File: src/rtl/rgals_pkg.sv
// Shared definitions for the rgals clock-select controller.
//   state_e      : requester FSM states
//   CLKSEL_CLK1/2: encodings of the select message (clk1 is the reset clock)
package rgals_pkg;

  typedef enum logic [1:0] {
    IDLE  = 2'd0,
    ISSUE = 2'd1,
    DWELL = 2'd2
  } state_e;

  localparam logic CLKSEL_CLK1 = 1'b0;
  localparam logic CLKSEL_CLK2 = 1'b1;

endpackage

File: src/rtl/clksel_dwell_counter.sv
// Loadable counter with a terminal value, used both for the post-switch
// dwell (down mode, terminal 0) and the request timeout (up mode,
// terminal p_limit, saturating).
// Ports:
//   clk, reset : clock, synchronous active-high reset (count -> 0)
//   load       : load load_val (has priority over en)
//   load_val   : value to load
//   en         : step one count toward the terminal value
//   done       : count currently equals the terminal value
//   arrive     : this cycle's step lands on the terminal value
module clksel_dwell_counter #(
  parameter int p_width = 8,
  parameter bit p_up    = 1'b0,
  parameter int p_limit = 0
) (
  input  logic               clk,
  input  logic               reset,
  input  logic               load,
  input  logic [p_width-1:0] load_val,
  input  logic               en,
  output logic               done,
  output logic               arrive
);

  localparam logic [p_width-1:0] TERM = p_up ? p_width'(p_limit) : '0;

  logic [p_width-1:0] cnt;
  logic [p_width-1:0] step;

  assign step   = p_up ? cnt + 1'b1 : cnt - 1'b1;
  assign done   = (cnt == TERM);
  // Only counts as an arrival when a real step happens, so a saturated
  // counter does not keep re-arriving.
  assign arrive = en && !load && !done && (step == TERM);

  always_ff @(posedge clk) begin
    if (reset)            cnt <= '0;
    else if (load)        cnt <= load_val;
    else if (en && !done) cnt <= step;
  end

endmodule

File: src/rtl/clksel_requester.sv
// Initiator-side controller for the clock-switcher select channel.
// Takes clock-select commands, drops requests for the clock already in use,
// issues one switcher transaction per real change, then holds off new
// commands for p_dwell cycles counted from the handshake cycle.
// Ports:
//   clk, reset             : always-on clock, synchronous active-high reset
//   cmd_val/cmd_rdy/cmd_msg: command input (msg 0 = clk1, 1 = clk2)
//   clksel_val/rdy/msg     : request to the clock switcher
//   cur_sel                : clock selected by the last completed handshake
//   busy                   : a switch or its dwell is in progress
//   sw_count               : completed switches, wrapping
//   err                    : sticky, request waited too long for clksel_rdy
module clksel_requester
  import rgals_pkg::*;
#(
  parameter int p_dwell     = 16,
  parameter int p_timeout   = 64,
  parameter int p_cnt_width = 8
) (
  input  logic                   clk,
  input  logic                   reset,
  input  logic                   cmd_val,
  output logic                   cmd_rdy,
  input  logic                   cmd_msg,
  output logic                   clksel_val,
  input  logic                   clksel_rdy,
  output logic                   clksel_msg,
  output logic                   cur_sel,
  output logic                   busy,
  output logic [p_cnt_width-1:0] sw_count,
  output logic                   err
);

  localparam int DW = 8;   // holds p_dwell-1 up to 254
  localparam int TW = 10;  // holds p_timeout-1 up to 1022

  state_e state, state_n;
  logic   tgt;
  logic   accept, handshake;
  logic   wait_step;
  logic   dwell_done, dwell_arrive;
  logic   to_done, to_arrive;

  // Dwell: loaded with p_dwell-1 on the handshake; the step that lands on
  // zero is the last busy cycle, so IDLE returns p_dwell cycles after the
  // handshake. p_dwell=1 skips DWELL entirely.
  clksel_dwell_counter #(
    .p_width (DW),
    .p_up    (1'b0),
    .p_limit (0)
  ) u_dwell (
    .clk      (clk),
    .reset    (reset),
    .load     (handshake),
    .load_val (DW'(p_dwell - 1)),
    .en       (state == DWELL),
    .done     (dwell_done),
    .arrive   (dwell_arrive)
  );

  // Timeout: cleared on acceptance, counts ISSUE cycles without clksel_rdy;
  // reaching p_timeout-1 raises err. It saturates there, request stays up.
  assign wait_step = (state == ISSUE) && !clksel_rdy;

  clksel_dwell_counter #(
    .p_width (TW),
    .p_up    (1'b1),
    .p_limit (p_timeout - 1)
  ) u_timeout (
    .clk      (clk),
    .reset    (reset),
    .load     (accept),
    .load_val ('0),
    .en       (wait_step),
    .done     (to_done),
    .arrive   (to_arrive)
  );

  always_comb begin
    state_n    = state;
    cmd_rdy    = 1'b0;
    clksel_val = 1'b0;
    accept     = 1'b0;
    handshake  = 1'b0;
    unique case (state)
      IDLE: begin
        cmd_rdy = 1'b1;
        // A command for the clock already selected is consumed silently.
        if (cmd_val && (cmd_msg != cur_sel)) begin
          accept  = 1'b1;
          state_n = ISSUE;
        end
      end
      ISSUE: begin
        clksel_val = 1'b1;
        if (clksel_rdy) begin
          handshake = 1'b1;
          state_n   = (p_dwell == 1) ? IDLE : DWELL;
        end
      end
      DWELL: begin
        if (dwell_arrive || dwell_done) state_n = IDLE;
      end
      default: state_n = IDLE;
    endcase
  end

  always_ff @(posedge clk) begin
    if (reset) begin
      state    <= IDLE;
      tgt      <= CLKSEL_CLK1;
      cur_sel  <= CLKSEL_CLK1;
      sw_count <= '0;
      err      <= 1'b0;
    end else begin
      state <= state_n;
      if (accept) tgt <= cmd_msg;
      if (handshake) begin
        cur_sel  <= tgt;
        sw_count <= sw_count + 1'b1;
      end
      if (wait_step && (to_arrive || to_done)) err <= 1'b1;
    end
  end

  assign clksel_msg = tgt;
  assign busy       = (state != IDLE);

endmodule

File: config.mk
export PLATFORM = sky130hd
export DESIGN_NAME = clksel_requester
export DESIGN_NICKNAME = d
export VERILOG_FILES = /design/src/rtl/rgals_pkg.sv /design/src/rtl/clksel_dwell_counter.sv /design/src/rtl/clksel_requester.sv
export SDC_FILE = /design/constraint.sdc
export NUM_CORES = 1
export LEC_CHECK = 0
export ABC_AREA = 0
export CELL_PAD_IN_SITES_DETAIL_PLACEMENT = 1
export CELL_PAD_IN_SITES_GLOBAL_PLACEMENT = 1
export CORE_MARGIN = 3
export CORE_UTILIZATION = 35
export CTS_BUF_LIST = sky130_fd_sc_hd__clkbuf_4 sky130_fd_sc_hd__clkbuf_8
export DETAILED_ROUTE_END_ITERATION = 10
export GPL_TIMING_DRIVEN = 0
export PLACE_DENSITY_LB_ADDON = 0.1
export SLEW_MARGIN = 20
export SYNTH_ARGS = -nofsm -noshare
export SYNTH_HDL_FRONTEND = slang
export SYNTH_HIERARCHICAL = 1
export SYNTH_SLANG_ARGS = --single-unit
File: constraint.sdc
create_clock -name clk -period 2.2 [get_ports clk]
set_clock_uncertainty 0.05 [all_clocks]
set_input_delay 0.44 -clock clk [delete_from_list [all_inputs] [get_ports clk]]
set_output_delay 0.44 -clock clk [all_outputs]
set_load 0.03 [all_outputs]
==> results by group, run 1 <==
Run status
  • Status: finished clean

Synthesis
  • Adder-Cell Fraction of Synth Area: approximately 3.9%
  • Top cell type's share of synthesized area: ~32%
  • Cell area after synthesis: 0.00192 mm2
  • Ys flop type: dfxtp_1
  • Synth area leaders: dfxtp_1 32%, a21oi_1 6.3%, xnor2_1 5.0%, ha_1 3.9%, nand2_1 3.5%
  • Post-synthesis mux area share: 1.57%
  • Post-synth ARST share: 0%
  • Register area share after synthesis: about a third
  • Largest family of logic cells by synthesized area: simple AND/OR/NAND/NOR gates
  • Post-synthesis simple-gate area fraction: a little over a quarter
  • Leading area contributor after synthesis: dfxtp_1
  • Register bit total from synthesis: 31
  • EDFF count, synth: 0
  • Syn Area/Cell: 8.05 um2
  • Netlist cell types: 50
  • Synthesized instance count: roughly 240
  • Compound-gate portion of the synthesized area: 23.4%
  • Xor and xnor area share after synthesis: roughly 6%
  • Yosys warning total: 6

Power
  • VDD IR-drop max: 263 uV
  • Leak: 0.888 nW
  • Pwr Density: 544 mW/mm2

Worst setup path
  • CP top delay family: simple AND/OR/NAND/NOR gates
  • CP bufs+invs: 1
  • Critical path origin: cmd_val
  • Max FO, Critical Path: 4
  • CP Data Required Time: 2.29 ns
  • Critical path class: input port to register
  • Critical R2R Launch: u_timeout/cnt[0]$_SDFFE_PP0P_
  • Slowest stage cell on the critical path: clkdlybuf4s50_1
  • Critical Path Sink Type: register
  • CP Cell Sequence: clkdlybuf4s50_1, or3b_2, nor2_4, nand2b_4, a211oi_2, nand3b_1, a211oi_1, o21ai_1, a21oi_1
  • Crit-path max cell delay: slightly below 0.5 ns
  • Worst Setup Start Kind: input port
  • WP data arrival: approximately 2.2 ns
  • R2r setup slk: 0.21 ns

STA
  • Hold_ws: 0.402 ns
  • Endpoints failing setup: 0
  • Max Clock Freq: approximately 0.47 GHz
  • Crit share post-route: 97.3%
  • Minimum clock period: 2.14 ns
  • Final WS setup: 0.0591 ns
  • Max-slew violation count: 0
  • RSZ-0062 raised after global routing: yes
  • Tightest Pin Transition: 0.662 ns
  • Final hold vios: 0
  • Slew margin rel.: 55.4%

Clock tree
  • Worst-skew pair later-pin latency: 0.28 ns
  • H-tree levels: 2
  • Clk slew on worst S/H paths: about 0.060 ns
  • CTS tree: built
  • TritonCTS buffer count: 5
  • Clk sink count: 31
  • CTS Buffer Depth: 2
  • CTS root buf: clkbuf_8
  • # hold bufs at CTS: 0

Placement
  • DP Worst Slack: -0.650 ns
  • IO Port Bufs: 18
  • Dpl hpwl: 3620 um
  • Gpl congestion: between 0.8 and 0.9
  • Post-Place Cells: 342

Detailed routing
  • Per-cell routed wire length: 14.1 um
  • ANT nets after route: 0
  • Total number of vias: around 1900
  • Final WL: 4950 um
  • First-pass detailed-route iteration total: 4
  • Detailed router's first-iteration violation count: 75
  • Via-to-Cell Ratio: 5.28
  • DRC errors left: 0

Finish
  • Footprint of the multi-input gates: 0.00130 mm2
  • Syn-to-layout area delta: 25.7%
  • Register area: 621 um2
  • FILL cells: roughly 630
  • Share of layout cells above drive strength 1: 10.7%
  • # diodes: 0
  • # nets final: 293
  • Final instance count without filler cells: 351

Floorplan
  • Die Width: ~80 um
  • Initial Util: 36.8%
  • CORE AREA: 0.00520 mm2
  • FP Rows: 26
  • Die ar.: 0.00640 mm2
  • Die Y: approximately 80 um
  • Top Ports: 19

Global routing
  • Largest net degree at the start of global routing: 13
  • Initial antenna violation count: 0
  • First-pass GRT wire length: about 8600 um
  • Number of global-route vias before repair: 1819
  • Overflow left after global routing: 0
  • GRT Total Usage: 17.0%

Run
  • Maxcap violations: 0

Hold path
  • Hold_sp: err$_SDFFE_PP0P_
  • Worst hold-check path type: register to register
-- layer usage --
| layer | global-route usage, % | vias up | wire length, um |
|---|---|---|---|
| met5 | 0 | - | 0 |
| met4 | 6.25 | 0 | 75 |
| met3 | 4.06 | 8 | 98 |
| met2 | 30.0 | 18 | 2450 |
| met1 | 19.8 | 887 | 2320 |
| li1 | - | 942 | - |
-- per-stage QoR --
step	util [%]	area, um2	TNS [ns]	total power [W]
detailed placement	43.1	2240	-5.23	0.000892
CTS	45.5	2370	0	0.00133
finish	46.3	2410	0	0.00131
floorplan	-	1980	0	0.000820
global route	46.3	2410	-0.0352	0.00140
global placement	43.1	2240	-4.99	0.000889
-- power breakdown --
group | internal [W] | switching (W) | total [W]
clock | 0.000223 | 0.000192 | 0.000415
sequential | 0.000587 | 0.0000355 | 0.000622
combinational | 0.000123 | 0.000150 | 0.000273
-- worst paths after layout --
kind,end,depth (start not counted)
hold reg to reg,err$_SDFFE_PP0P_,2
hold / removal,err$_SDFFE_PP0P_,2
setup reg to reg,u_timeout/cnt[2]$_SDFFE_PP0P_,5
setup / recovery,err$_SDFFE_PP0P_,9
-- registers in the layout, summed over array words and instances (netlist names) --
| signal | cells |
|---|---|
| u_timeout/cnt | 10 |
| sw_count | 8 |
| u_dwell/cnt | 8 |
| state | 2 |
| clksel_msg | 1 |
| cur_sel | 1 |
| err | 1 |
-- layout make-up --
type	instances	area share [%]
multi-input combinational	199	53.9
sequential	31	25.8
timing repair buffer	21	8.57
tap	70	3.63
clock buffer	6	3.17
buffer	9	2.65
inverter	15	2.34
-- cell families (layout without fill, tap and decap cells) --
kind of cell    Yosys count  in the layout
other cells               2             18
mux                       3              3
fa+ha+maj                 6              6
flops                    31             31
xor+xnor                 13             13
simple gates             90             90
compound gates           69             69
buf+inv                  24             51
-- Yosys cell counts (2+ instances only) --
cell type,instances
a21oi_1,24
nor2_1,15
nor3_1,5
o221ai_1,2
nor4_1,3
nand3_1,8
a21o_1,3
buf_6,2
xor2_1,2
o22ai_1,3
mux2i_1,3
conb_1,2
or3_1,6
o21ai_0,11
a211o_1,2
nand2b_1,3
and3_2,2
inv_1,15
o31a_1,2
xnor2_1,11
clkbuf_1,7
ha_1,6
nor3b_1,6
and3_1,3
nand2_1,18
nand4_1,6
or4_1,3
o31ai_1,3
dfxtp_1,31
a31oi_1,3
a211oi_1,6
nand3b_1,2
a311oi_1,3
-- worst reg2reg max path, delay by kind of cell (launching register included) --
family                     cells  cell delay, ns
AOI/OAI and AO/OA              3            0.87
DFF                            1            0.44
and+or+nand+nor                1            0.24
adders and majority gates      1            0.32
-- cells in the final DEF, fill, tap and decap left out, types with 3 or more instances in the layout --
cell / synthesis / routed
dfxtp_1: 31 / 31
a21oi_1: 24 / 24
nand2_1: 18 / 18
conb_1: 2 / 18
clkdlybuf4s50_1: 0 / 15
inv_1: 15 / 14
nor2_1: 15 / 14
o21ai_0: 11 / 10
xnor2_1: 11 / 10
nand3_1: 8 / 8
or3_1: 6 / 6
nand4_1: 6 / 6
ha_1: 6 / 6
clkbuf_8: 0 / 6
nor3b_1: 6 / 5
nor3_1: 5 / 5
a211oi_1: 6 / 5
clkbuf_1: 7 / 4
mux2i_1: 3 / 3
o31ai_1: 3 / 3
or4_1: 3 / 3
o22ai_1: 3 / 3
a21o_1: 3 / 3
a31oi_1: 3 / 3
a311oi_1: 3 / 3
and3_1: 3 / 3
buf_4: 0 / 3
-- timing repair --
| action | in CTS | in global routing |
|---|---|---|
| pin swaps | 0 | 3 |
| gates resized for setup | 12 | 7 |
| buffers inserted | 2 | 1 |
| endpoints found under the setup margin | 9 | 5 |
Note: power is estimated with default switching activity, not from simulation.
==> run 2: changes to the inputs <==
--- a/config.mk
+++ b/config.mk
@@ -10,7 +10,8 @@
 export CELL_PAD_IN_SITES_GLOBAL_PLACEMENT = 1
 export CORE_MARGIN = 3
 export CORE_UTILIZATION = 35
-export CTS_BUF_LIST = sky130_fd_sc_hd__clkbuf_4 sky130_fd_sc_hd__clkbuf_8
+export CTS_BUF_LIST = sky130_fd_sc_hd__clkbuf_8
+export CTS_CLUSTER_SIZE = 16
 export DETAILED_ROUTE_END_ITERATION = 10
 export GPL_TIMING_DRIVEN = 0
 export PLACE_DENSITY_LB_ADDON = 0.1
==> run 2 against run 1 <==
Core utilization fell by 0.072 points. Sequential share of layout area about the same. Critical path depth unchanged. Register-to-register slack hardly changed. Count of clock-buffer cells in the layout is 1 lower. Largest cell class unchanged.
==> results by group, run 2 (synthesized netlist as in run 1, its figures left out) <==
Floorplan
  • CORE AREA: 0.00520 mm2 (unchanged)
  • Initial Util: 36.8% (unchanged)
  • Die Width: 80.0 um (unchanged)
  • Die ar.: 0.00640 mm2 (unchanged)
  • Die Y: 80.0 um (unchanged)
  • FP Rows: 26 (unchanged)
  • Top Ports: 19 (unchanged)

Worst setup path
  • CP bufs+invs: 1 (unchanged)
  • Worst Setup Start Kind: input port
  • Max FO, Critical Path: 4 (unchanged)
  • Critical path class: input port to register
  • Critical Path Sink Type: register
  • Crit-path max cell delay: 0.49 ns (about the same)
  • CP top delay family: simple AND/OR/NAND/NOR gates
  • CP Cell Sequence: clkdlybuf4s50_1, or3b_2, nor2_4, nand2b_4, a211oi_2, nand3b_1, a211oi_1, o21ai_1, a21oi_1
  • CP Data Required Time: 2.29 ns (about the same)
  • Slowest stage cell on the critical path: clkdlybuf4s50_1
  • WP data arrival: 2.23 ns (about the same)

Global routing
  • Number of global-route vias before repair: 1824 (+0.27%)
  • Initial antenna violation count: 0 (unchanged)
  • First-pass GRT wire length: 8600 um (+0.16%)
  • GRT Total Usage: 17.0% (+0.023 points)
  • Overflow left after global routing: 0 (unchanged)
  • Largest net degree at the start of global routing: 13 (unchanged)

Placement
  • Gpl congestion: 0.803 (unchanged)
  • Post-Place Cells: 342 (unchanged)
  • Dpl hpwl: 3620 um (unchanged)
  • IO Port Bufs: 18 (unchanged)

Clock tree
  • # hold bufs at CTS: 0 (unchanged)
  • CTS tree: built
  • Clk slew on worst S/H paths: 0.06 ns (about the same)
  • Clk sink count: 31 (unchanged)
  • H-tree levels: 2 (unchanged)
  • CTS Buffer Depth: 2 (unchanged)
  • CTS root buf: clkbuf_8
  • Worst-skew pair later-pin latency: 0.28 ns (about the same)
  • TritonCTS buffer count: 5 (unchanged)

Finish
  • Most frequent cells in the layout: 31 x dfxtp_1, 24 x a21oi_1, 18 x nand2_1, 18 x conb_1
  • Commonest non-fill, non-tap cell in the layout: dfxtp_1
  • Share of layout cells above drive strength 1: 10.3% (-0.36 points)
  • FILL cells: 633 (-0.16%)
  • Top reg by flops: u_timeout/cnt
  • Top Registers: u_timeout/cnt (10), sw_count (8), u_dwell/cnt (8)
  • # diodes: 0 (unchanged)
  • Syn-to-layout area delta: 25.5%
  • # nets final: 293 (unchanged)
  • Final instance count without filler cells: 351 (unchanged)
  • Number of flip-flops under the largest register name: 10 (unchanged)

Power
  • Leak: 0.888 nW (about the same)
  • VDD IR-drop max: 239 uV (-8.9%)
  • Pwr Density: 537 mW/mm2 (-1.1%)

STA
  • RSZ-0062 raised after global routing: yes
  • Slew margin rel.: 55.4% (unchanged)
  • Final hold vios: 0 (unchanged)
  • Max-slew violation count: 0 (unchanged)
  • Hold_ws: 0.405 ns (+0.00302 ns)
  • Minimum clock period: 2.14 ns (-0.00181 ns)
  • Endpoints failing setup: 0 (unchanged)
  • Crit share post-route: 97.2% (about the same)
  • Max Clock Freq: 0.467 GHz (about the same)
  • Tightest Pin Transition: 0.662 ns (unchanged)

Run
  • Maxcap violations: 0 (unchanged)

Run status
  • Status: finished clean

Detailed routing
  • First-pass detailed-route iteration total: 4 (unchanged)
  • ANT nets after route: 0 (unchanged)
  • Total number of vias: 1854 (-0.054%)
  • DRC errors left: 0 (unchanged)
  • Via-to-Cell Ratio: 5.28 (about the same)
  • Per-cell routed wire length: 14.1 um (about the same)
  • Final WL: 4950 um (about the same)
  • Detailed router's first-iteration violation count: 78 (+4.0%)

Hold path
  • Worst hold-check path type: register to register
run 2: worst paths after layout:
check / start / to / slack [ns] / depth (start not counted)
setup / recovery: cmd_val / err$_SDFFE_PP0P_ / 0.06 / 9
hold / removal: err$_SDFFE_PP0P_ / err$_SDFFE_PP0P_ / 0.41 / 2
setup reg to reg: u_timeout/cnt[0]$_SDFFE_PP0P_ / u_timeout/cnt[2]$_SDFFE_PP0P_ / 0.21 / 5
hold reg to reg: err$_SDFFE_PP0P_ / err$_SDFFE_PP0P_ / 0.41 / 2
run 2: per-layer routing:
| layer | vias up | track usage [%] | wire, um |
|---|---|---|---|
| li1 | 942 | - | - |
| met1 | 886 | 19.8 | 2330 |
| met2 | 18 | 30.0 | 2450 |
| met3 | 8 | 4.06 | 98 |
| met4 | 0 | 6.25 | 75 |
| met5 | - | 0 | 0 |
run 2: area by class of cell:
| cell class | instances | area (um2) | share of cell area, % |
|---|---|---|---|
| repair buffers | 21 | 206 | 8.58 |
| well taps | 70 | 87.6 | 3.64 |
| clock inverters | 1 | 3.75 | 0.156 |
| multi-input cells | 199 | 1300 | 54.0 |
| flip-flops and latches | 31 | 621 | 25.8 |
| inverters | 15 | 56.3 | 2.34 |
| plain buffers | 9 | 63.8 | 2.65 |
| clock buffers | 5 | 68.8 | 2.86 |
run 2: worst reg2reg max path, cell delays in order (launching register included):
cell and delay [ns]:
dfxtp_1 0.44, ha_1 0.32, nand3_1 0.24, o31a_1 0.37, a311o_1 0.37, a21oi_1 0.13
run 2: power by group:
part	total, W	switching [W]	internal (W)
sequential	0.000622	0.0000355	0.000587
clock	0.000398	0.000192	0.000206
combinational	0.000273	0.000150	0.000123
run 2: through the flow:
stage               setup WS, ns  area (um2)  total power [W]  util (%)  TNS (ns)
CTS                      0.00763        2360          0.00131      45.4         0
floorplan                  0.337        1980         0.000820         -         0
detailed placement        -0.650        2240         0.000892      43.1     -5.23
global route             -0.0341        2410          0.00139      46.2   -0.0341
finish                    0.0609        2410          0.00129      46.2         0
global placement          -0.633        2240         0.000889      43.1     -4.99
run 2: repair_timing:
| item | in CTS | in global routing |
|---|---|---|
| endpoints found under the hold margin | 0 | 0 |
| buffers inserted | 2 | 1 |
| pin swaps | 0 | 3 |
| gates cloned | 0 | 0 |
| resized for setup | 12 | 7 |
| setup endpoints to repair | 9 | 5 |
